### config.mk
export PLATFORM = sky130hd
export DESIGN_NAME = shift_right_serial
export DESIGN_NICKNAME = d
export VERILOG_FILES = /design/src/rtl/shift_right_serial.sv
export SDC_FILE = /design/constraint.sdc
export NUM_CORES = 1
export LEC_CHECK = 0
export ABC_AREA = 1
export ABC_CLOCK_PERIOD_IN_PS = 1300
export CAP_MARGIN = 20
export CORE_MARGIN = 2
export CORE_UTILIZATION = 40
export CTS_BUF_LIST = sky130_fd_sc_hd__clkbuf_16
export CTS_CLUSTER_DIAMETER = 80
export DETAILED_ROUTE_END_ITERATION = 6
export GPL_TIMING_DRIVEN = 0
export HOLD_SLACK_MARGIN = 0.02
export PLACE_DENSITY = 0.69
export SLEW_MARGIN = 15
export SYNTH_ARGS = -nofsm -noshare
export SYNTH_HDL_FRONTEND = slang
export SYNTH_SLANG_ARGS = --single-unit
### constraint.sdc
create_clock -name clk -period 1.3 [get_ports clk]
set_input_delay 0.195 -clock clk [delete_from_list [all_inputs] [get_ports clk]]
set_output_delay 0.195 -clock clk [all_outputs]
set_load 0.05 [all_outputs]
### src/rtl/shift_right_serial.sv
// Serial right shifter: one bit per clock, logical or arithmetic fill,
// with a start/busy/done handshake and a result register updated only on completion.
module shift_right_serial #(
  parameter int WIDTH   = 16,
  parameter int SHAMT_W = 4
) (
  input  logic               clk,
  input  logic               reset,
  input  logic               start,
  input  logic [WIDTH-1:0]   data_in,
  input  logic [SHAMT_W-1:0] shamt,
  input  logic               arith,
  output logic               busy,
  output logic               done,
  output logic [WIDTH-1:0]   data_out
);

  typedef enum logic [1:0] {
    IDLE  = 2'd0,
    SHIFT = 2'd1,
    DONE  = 2'd2
  } state_t;

  state_t             state;
  logic [WIDTH-1:0]   work;
  logic [SHAMT_W-1:0] count;
  logic               mode;
  logic [WIDTH-1:0]   work_shr;

  // Fill bit is prepended and the whole vector shifted, so bit 0 drops off cleanly.
  always_comb begin
    work_shr = WIDTH'({mode & work[WIDTH-1], work} >> 1);
  end

  assign busy = (state != IDLE);

  always_ff @(posedge clk) begin
    if (reset) begin
      state    <= IDLE;
      work     <= '0;
      count    <= '0;
      mode     <= 1'b0;
      done     <= 1'b0;
      data_out <= '0;
    end else begin
      done <= 1'b0;
      unique case (state)
        IDLE: begin
          if (start) begin
            work  <= data_in;
            count <= shamt;
            mode  <= arith;
            if (shamt == '0) begin
              data_out <= data_in;
              done     <= 1'b1;
              state    <= DONE;
            end else begin
              state <= SHIFT;
            end
          end
        end
        SHIFT: begin
          work  <= work_shr;
          count <= count - SHAMT_W'(1);
          if (count == SHAMT_W'(1)) begin
            data_out <= work_shr;
            done     <= 1'b1;
            state    <= DONE;
          end
        end
        DONE: begin
          state <= IDLE;
        end
        default: begin
          state <= IDLE;
        end
      endcase
    end
  end

endmodule

## Yosys cells after proc, flatten, opt, wreduce, memory -nomap -nowiden

Index checks and enable logic that the tools add are counted.

| word-level totals | value |
|---|---|
| register bits | 40 |
| bits of input ports | 24 |
| output and inout port bits | 18 |

| operators by class | value |
|---|---|
| add/subtract/negate cells | 1 |
| equal/unequal tests | 5 |
| mux-type cells | 16 |
| bitwise logic cells | 1 |
| reductions and logical operators | 8 |

Operators with widths:

| kind | number |
|---|---|
| $mux 16 | 4 |
| $pmux 16 s2 | 2 |
| $pmux 4 s2 | 1 |
| $mux 2 | 3 |
| $ne 2x2->1 const B | 3 |
| $reduce_and 2->1 | 3 |
| $eq 4x1->1 const B | 1 |
| $logic_not 4->1 | 1 |
| $mux 4 | 1 |
| $pmux 2 s2 | 1 |
| $reduce_and 4->1 | 1 |
| $reduce_bool 2->1 | 2 |
| $sub 4x1->4 const B | 1 |
| $mux 1 | 3 |
| $eq 2x1->1 const B | 1 |
| $logic_not 2->1 | 1 |
| $pmux 1 s2 | 1 |
| $and 1x1->1 | 1 |

## Logic depth before layout (Yosys ltp)

| depth | value |
|---|---|
| depth after elaboration | 4 |
| gate-level depth with buffers | 8 |
| depth with buffers taken out | 8 |

## Worst setup path after synthesis

Ideal clock, no wire load.

| timing | value |
|---|---|
| path type | register to register |
| start point | reg state[0] |
| end point | reg data_out[3] |
| library setup time | 0.114 ns |
| arrival | 1.116 ns |
| data required time | 1.186 ns |
| path slack | 0.070 ns |
| stages on the path, launching flop included | 9 |
| buffers on the path | 1 |
| path through | dfxtp_1 inv_1 nor2_2 nand3_2 o21ai_4 buf_6 nand2_1 nand2_1 nor2_1 |

| on the way | value |
|---|---|
| cells in the longest elaborated chain, start to end | 3 |
| elaborated cells on any way between the ends | 8 |
| classes of those cells | eq/ne (4); mux (1); reduce/logical (3) |

RTL lines:

| item | RTL line | text |
|---|---|---|
| from (decl) | 24 | `state_t state;` |
| from (signal assigned) | 39 | `state <= IDLE;` |
| from (signal assigned) | 56 | `state <= DONE;` |
| from (signal assigned) | 58 | `state <= SHIFT;` |
| $eq 2x1->1 / $logic_not 2->1 (equally long branches) | 47 | `unique case (state)` |
| $ne 2x2->1 (no line) / $reduce_bool 2->1 (equally long branches) | -- |  |
| $reduce_and 4->1 (no line) | -- |  |
| to (signal assigned) | 54 | `data_out <= data_in;` |
| to (signal assigned) | 66 | `data_out <= work_shr;` |
| to (decl) | 15 | `output logic [WIDTH-1:0] data_out` |

Parallel ways exist; a longest one is shown, timed or not.
A chain may end at the register's enable or synchronous reset.

## Worst setup path after layout

| timing | value |
|---|---|
| start point | reg state[1] |
| end point | reg data_out[14] |

Same word-level chain as after synthesis.

==> impl.org <==
** Status
- Outcome :: finished, violations left
- The checks that failed: setup timing.

** Critical path
- The number of cells on the worst reg-to-reg path is 9.
- Critical-path maximum fanout :: 8
- The largest individual stage delay along the critical path comes from the cell sky130_fd_sc_hd__dfxtp_4.
- In this run the critical register-to-register path is captured at data_out[14].
- STA classifies the critical path endpoint as a register.
- Largest stage delay, worst path :: 360 ps
- Reg-to-reg startpoint :: state[1]
- Req. time, crit path :: 1470 ps
- CP cell instances :: nor2_4, buf_6, nand2_4, o21ai_4, buf_12, buf_8, nand2_2, nand2_1, nor2_2
- The kind of cell with the highest combined delay along the critical path is buffers and inverters.
- Element type at the critical path start :: register
- Signal arrival time at the worst endpoint :: 1510 ps
- The number of buffers and inverters on the critical path is 3.
- Start-to-end type of the worst setup path :: reg -> reg
- For flop-to-flop paths, the worst setup slack is -40 ps.

** Hold path
- In this run the worst hold path is classified as reg -> reg.
- Hold_sp :: data_out[13]
- Instance count along the most critical hold path :: 2
- End point of the most critical hold path :: data_out[13]

** Floorplan
- The region available for standard cell placement spans 4090 um^2.
- Once the floorplan was initialized, standard cells occupied 42.4% of the core.
- Row generation in the floorplan step produced 23 rows.
- Die area :: 4870 um^2
- Horizontal die dimension :: 69.8 um
- I/O pin total :: 42
- Height of the die :: 69.8 um

** Routing
- The detailed router placed 1697 vias in this run.
- Remaining design rule violation count :: 0
- Post-DR vias/cell :: 4.73
- Wires add up to 4170 um.
- The detail route stage leaves a number of antenna-violating nets equal to 0.
- Initial DRC count :: 85
- After detailed routing, the average wire length per cell comes to 11.6 um.
- Detailed-routing iteration count for the pre-antenna-repair pass :: 4

** Synth
- Fraction of the mapped netlist area in compound gates :: 17.1%
- Summing the areas of all fa, ha and maj instances in the mapped netlist gives 1.45% of the synthesized area.
- Share of the yosys chip area belonging to registers :: 45.1%
- Number of enable flip-flop cells after synthesis :: 0
- Yosys top cell area share :: 45.1%
- Measured against the total synthesized area, the mux share comes to 0%.
- By area, the combinational part of the netlist is dominated by simple AND/OR/NAND/NOR gates.
- Most area-hungry cell type in the Yosys netlist :: sky130_fd_sc_hd__dfxtp_1
- Counting flops with an async set or reset pin after synthesis yields a share of 0%.
- After Yosys synthesis, XOR and XNOR cells account for 0.506% of the synthesized area.
- Instance count of the mapped netlist :: 251
- Avg Cell Area, Syn :: 6.90 um^2
- The synthesized netlist contains 21 unique library cells.
- By instance count, the leading cell after synthesis is sky130_fd_sc_hd__nand2_1.
- Counting every net in the synthesized netlist gives 277.
- Yosys printed 0 warnings.
- Synth cell count leaders :: 65 x sky130_fd_sc_hd__nand2_1, 42 x sky130_fd_sc_hd__nor2_1, 39 x sky130_fd_sc_hd__dfxtp_1, 34 x sky130_fd_sc_hd__o21ai_0, 22 x sky130_fd_sc_hd__inv_1
- Commonest register cell after synthesis :: sky130_fd_sc_hd__dfxtp_1
- Of the total synthesized cell area, the portion taken by AND, OR, NAND and NOR gates is 26.4%.
- In the post-synthesis netlist, the biggest area contributors are sky130_fd_sc_hd__dfxtp_1 45%, sky130_fd_sc_hd__nand2_1 14%, sky130_fd_sc_hd__o21ai_0 9.8%.
- Total standard cell area after synthesis :: 1730 um^2
- Number of storage elements in the synthesis netlist :: 39

** Clocking
- The longest clock path from root to sink contains 2 buffers.
- CTS hold repair buffers :: 0
- Total CTS buffers :: 5
- Number of H-tree levels :: 2
- The clock reaches the later pin of the worst-skew pair after 280 ps.
- Counting every sink on the clock net gives 39.
- CTS tree :: done
- After clock tree synthesis, the clock-pin slew on the worst setup and hold paths is 50 ps.
- Clock tree synthesis selected as its root buffer the cell sky130_fd_sc_hd__clkbuf_16.

** Timing
- Static timing analysis puts the maximum clock frequency at 747 MHz.
- For the pin with the worst max-slew slack, the measured transition is 482 ps.
- For the final routed database, the setup TNS stands at -157 ps.
- In the post-route analysis, the smallest setup slack over all paths is -38.3 ps.
- Total count of hold-check failures in the final report :: 0
- The max-slew violation count is 0.
- Post-layout min period :: 1340 ps
- Headroom to the max-slew limit came out at 68.0%.
- Count of endpoints failing setup in the final report :: 12
- Setup repair after global routing missed its margin :: true
- Between clock sinks in the finished design, the worst skew comes to 3.61 ps.
- Of the available clock period, the critical path in the final layout requires 103%.

** Global route
- The number of antenna violations at the first check in global routing is 0.
- Vias in the first global route :: 1556
- Overall routing resource usage :: 18.5%
- First-pass GRT wire length :: 7360 um
- Entering global routing, the biggest net connects 12 pins.
- Congestion Overflow GR :: 0

** Layout
- Footprint of the multi-input gates :: 847 um^2
- Filler cells :: 401
- 0 antenna diodes ended up in the layout.
- In the final layout, the share of cells above drive strength 1 is 21.7%.
- For this run, the post-layout net count is 334.
- Final Non-Filler Cells :: 359
- Sequential cell area :: 790 um^2
- Area Growth Syn to Fin :: 44.1%

** Placement
- Once detailed placement completed, the half-perimeter wirelength came to 2820 um.
- Including well taps, the total number of placed cells is 342.
- In this run the tool buffered the top-level ports with 41 buffer cells.
- Last weighted congestion value of the routability-driven placer :: 0.804

** Pwr
- The clock network is responsible for 35.0% of the overall power.
- The internal portion of the total power is 2.30 mW.
- Static leakage :: 1.12 nW
- IR analysis of the VDD net gives a maximum drop of 0.000733 V.
- P_sw :: 0.973 mW
- The share of total power dissipated in sequential elements is 41.8%.
- In this run, the combinational gates consume 23.3% of the power.
- Proportion of total power due to net switching :: 29.7%
- For this design the ratio of total power to cell area is 1310 nW/um^2.

** Run
- The tool flagged a number of max-cap violations equal to 0.
==> worst min-delay path, delay by kind of cell (launching register included) <==
kind	cells	cell delay, ps
flip-flops	1	320
AND/OR/NAND/NOR	2	120
==> sequential cells by signal, indices dropped and copies added, names as in the netlist <==
signal	flops
data_out	16
work	15
count	4
state	2
done	1
mode	1
==> cells by family after synthesis <==
group / after synthesis
AND/OR/NAND/NOR: 116
AO/OA/AOI/OAI: 57
flip-flops: 39
buffers and inverters: 36
adder cells (fa/ha/maj): 2
XOR/XNOR: 1
==> area by class of cell <==
type                            count  share of cell area (%)
Buffer                             12                    3.66
Clock buffer                        5                    5.01
Clock inverter                      3                   0.451
Inverter                           24                    3.61
Multi-Input combinational cell    176                    33.9
Sequential cell                    39                    31.6
Tap cell                           50                    2.51
Timing Repair Buffer               50                    19.2
==> cell usage in the layout (no fill, tap or decap), types with 2 or more instances in the layout <==
master and instances:
sky130_fd_sc_hd__clkbuf_16 5, sky130_fd_sc_hd__clkinv_1 2, sky130_fd_sc_hd__clkdlybuf4s50_1 23, sky130_fd_sc_hd__nor2_1 41
sky130_fd_sc_hd__nand2_4 2, sky130_fd_sc_hd__a21oi_1 20, sky130_fd_sc_hd__and2_1 2, sky130_fd_sc_hd__clkdlybuf4s15_2 9
sky130_fd_sc_hd__buf_8 2, sky130_fd_sc_hd__o21ai_0 24, sky130_fd_sc_hd__nor2_4 2, sky130_fd_sc_hd__dfxtp_1 36
sky130_fd_sc_hd__inv_1 23, sky130_fd_sc_hd__o21ai_1 11, sky130_fd_sc_hd__buf_6 4, sky130_fd_sc_hd__clkbuf_4 2
sky130_fd_sc_hd__inv_2 2, sky130_fd_sc_hd__nand2_1 53, sky130_fd_sc_hd__nand3_1 3, sky130_fd_sc_hd__dfxtp_4 2
sky130_fd_sc_hd__clkbuf_2 10, sky130_fd_sc_hd__nand2_2 11, sky130_fd_sc_hd__buf_4 8
==> per-stage QoR <==
step | power [mW] | hold WS (ps) | instance area (um^2) | setup WS [ps] | utilization (%)
after global routing | 3.43 | 505 | 2500 | -106 | 61.1
after floorplan | 1.83 | 264 | 1730 | 69.7 | -
final | 3.27 | 472 | 2500 | -38.3 | 61.1
after CTS | 3.26 | 485 | 2470 | -17.3 | 60.4
after global placement | 2.05 | 464 | 2200 | -363 | 53.9
after detailed placement | 2.06 | 473 | 2200 | -361 | 53.9
==> power groups by stage <==
| stage | registers, mW | clock network [mW] | logic [mW] |
|---|---|---|---|
| CTS | 1.37 | 1.16 | 0.735 |
| finish | 1.37 | 1.14 | 0.762 |
| floorplan | 1.48 | 0 | 0.356 |
| global route | 1.38 | 1.20 | 0.845 |
| detailed placement | 1.39 | 0 | 0.678 |
| global placement | 1.38 | 0 | 0.672 |
==> timing repair <==
action,4_1_cts,5_1_grt
endpoints found under the setup margin,51,45
pin swaps,5,5
resized for setup,77,33
setup buffers,5,2
endpoints found under the hold margin,0,0
cloned,2,0
==> worst max path at each step <==
stage                        start      endpoint  slack [ps]  depth (start not counted)
after detailed placement     start       work[5]        -360                          5
after CTS                 state[0]          busy         -20                          3
after global placement       start       work[9]        -360                          6
after floorplan           state[0]   data_out[3]          70                          8
final                     state[1]  data_out[14]         -40                          9
after global routing         start      work[15]        -110                          6
==> per-layer routing <==
layer	up-vias	GRT usage, %	routed length (um)
met3	8	5.38	253
met2	43	29.2	1830
met4	0	6.20	67
met1	743	24.3	2020
li1	903	-	-
met5	-	0	0
No activity file was read; power rests on OpenSTA's default activity.
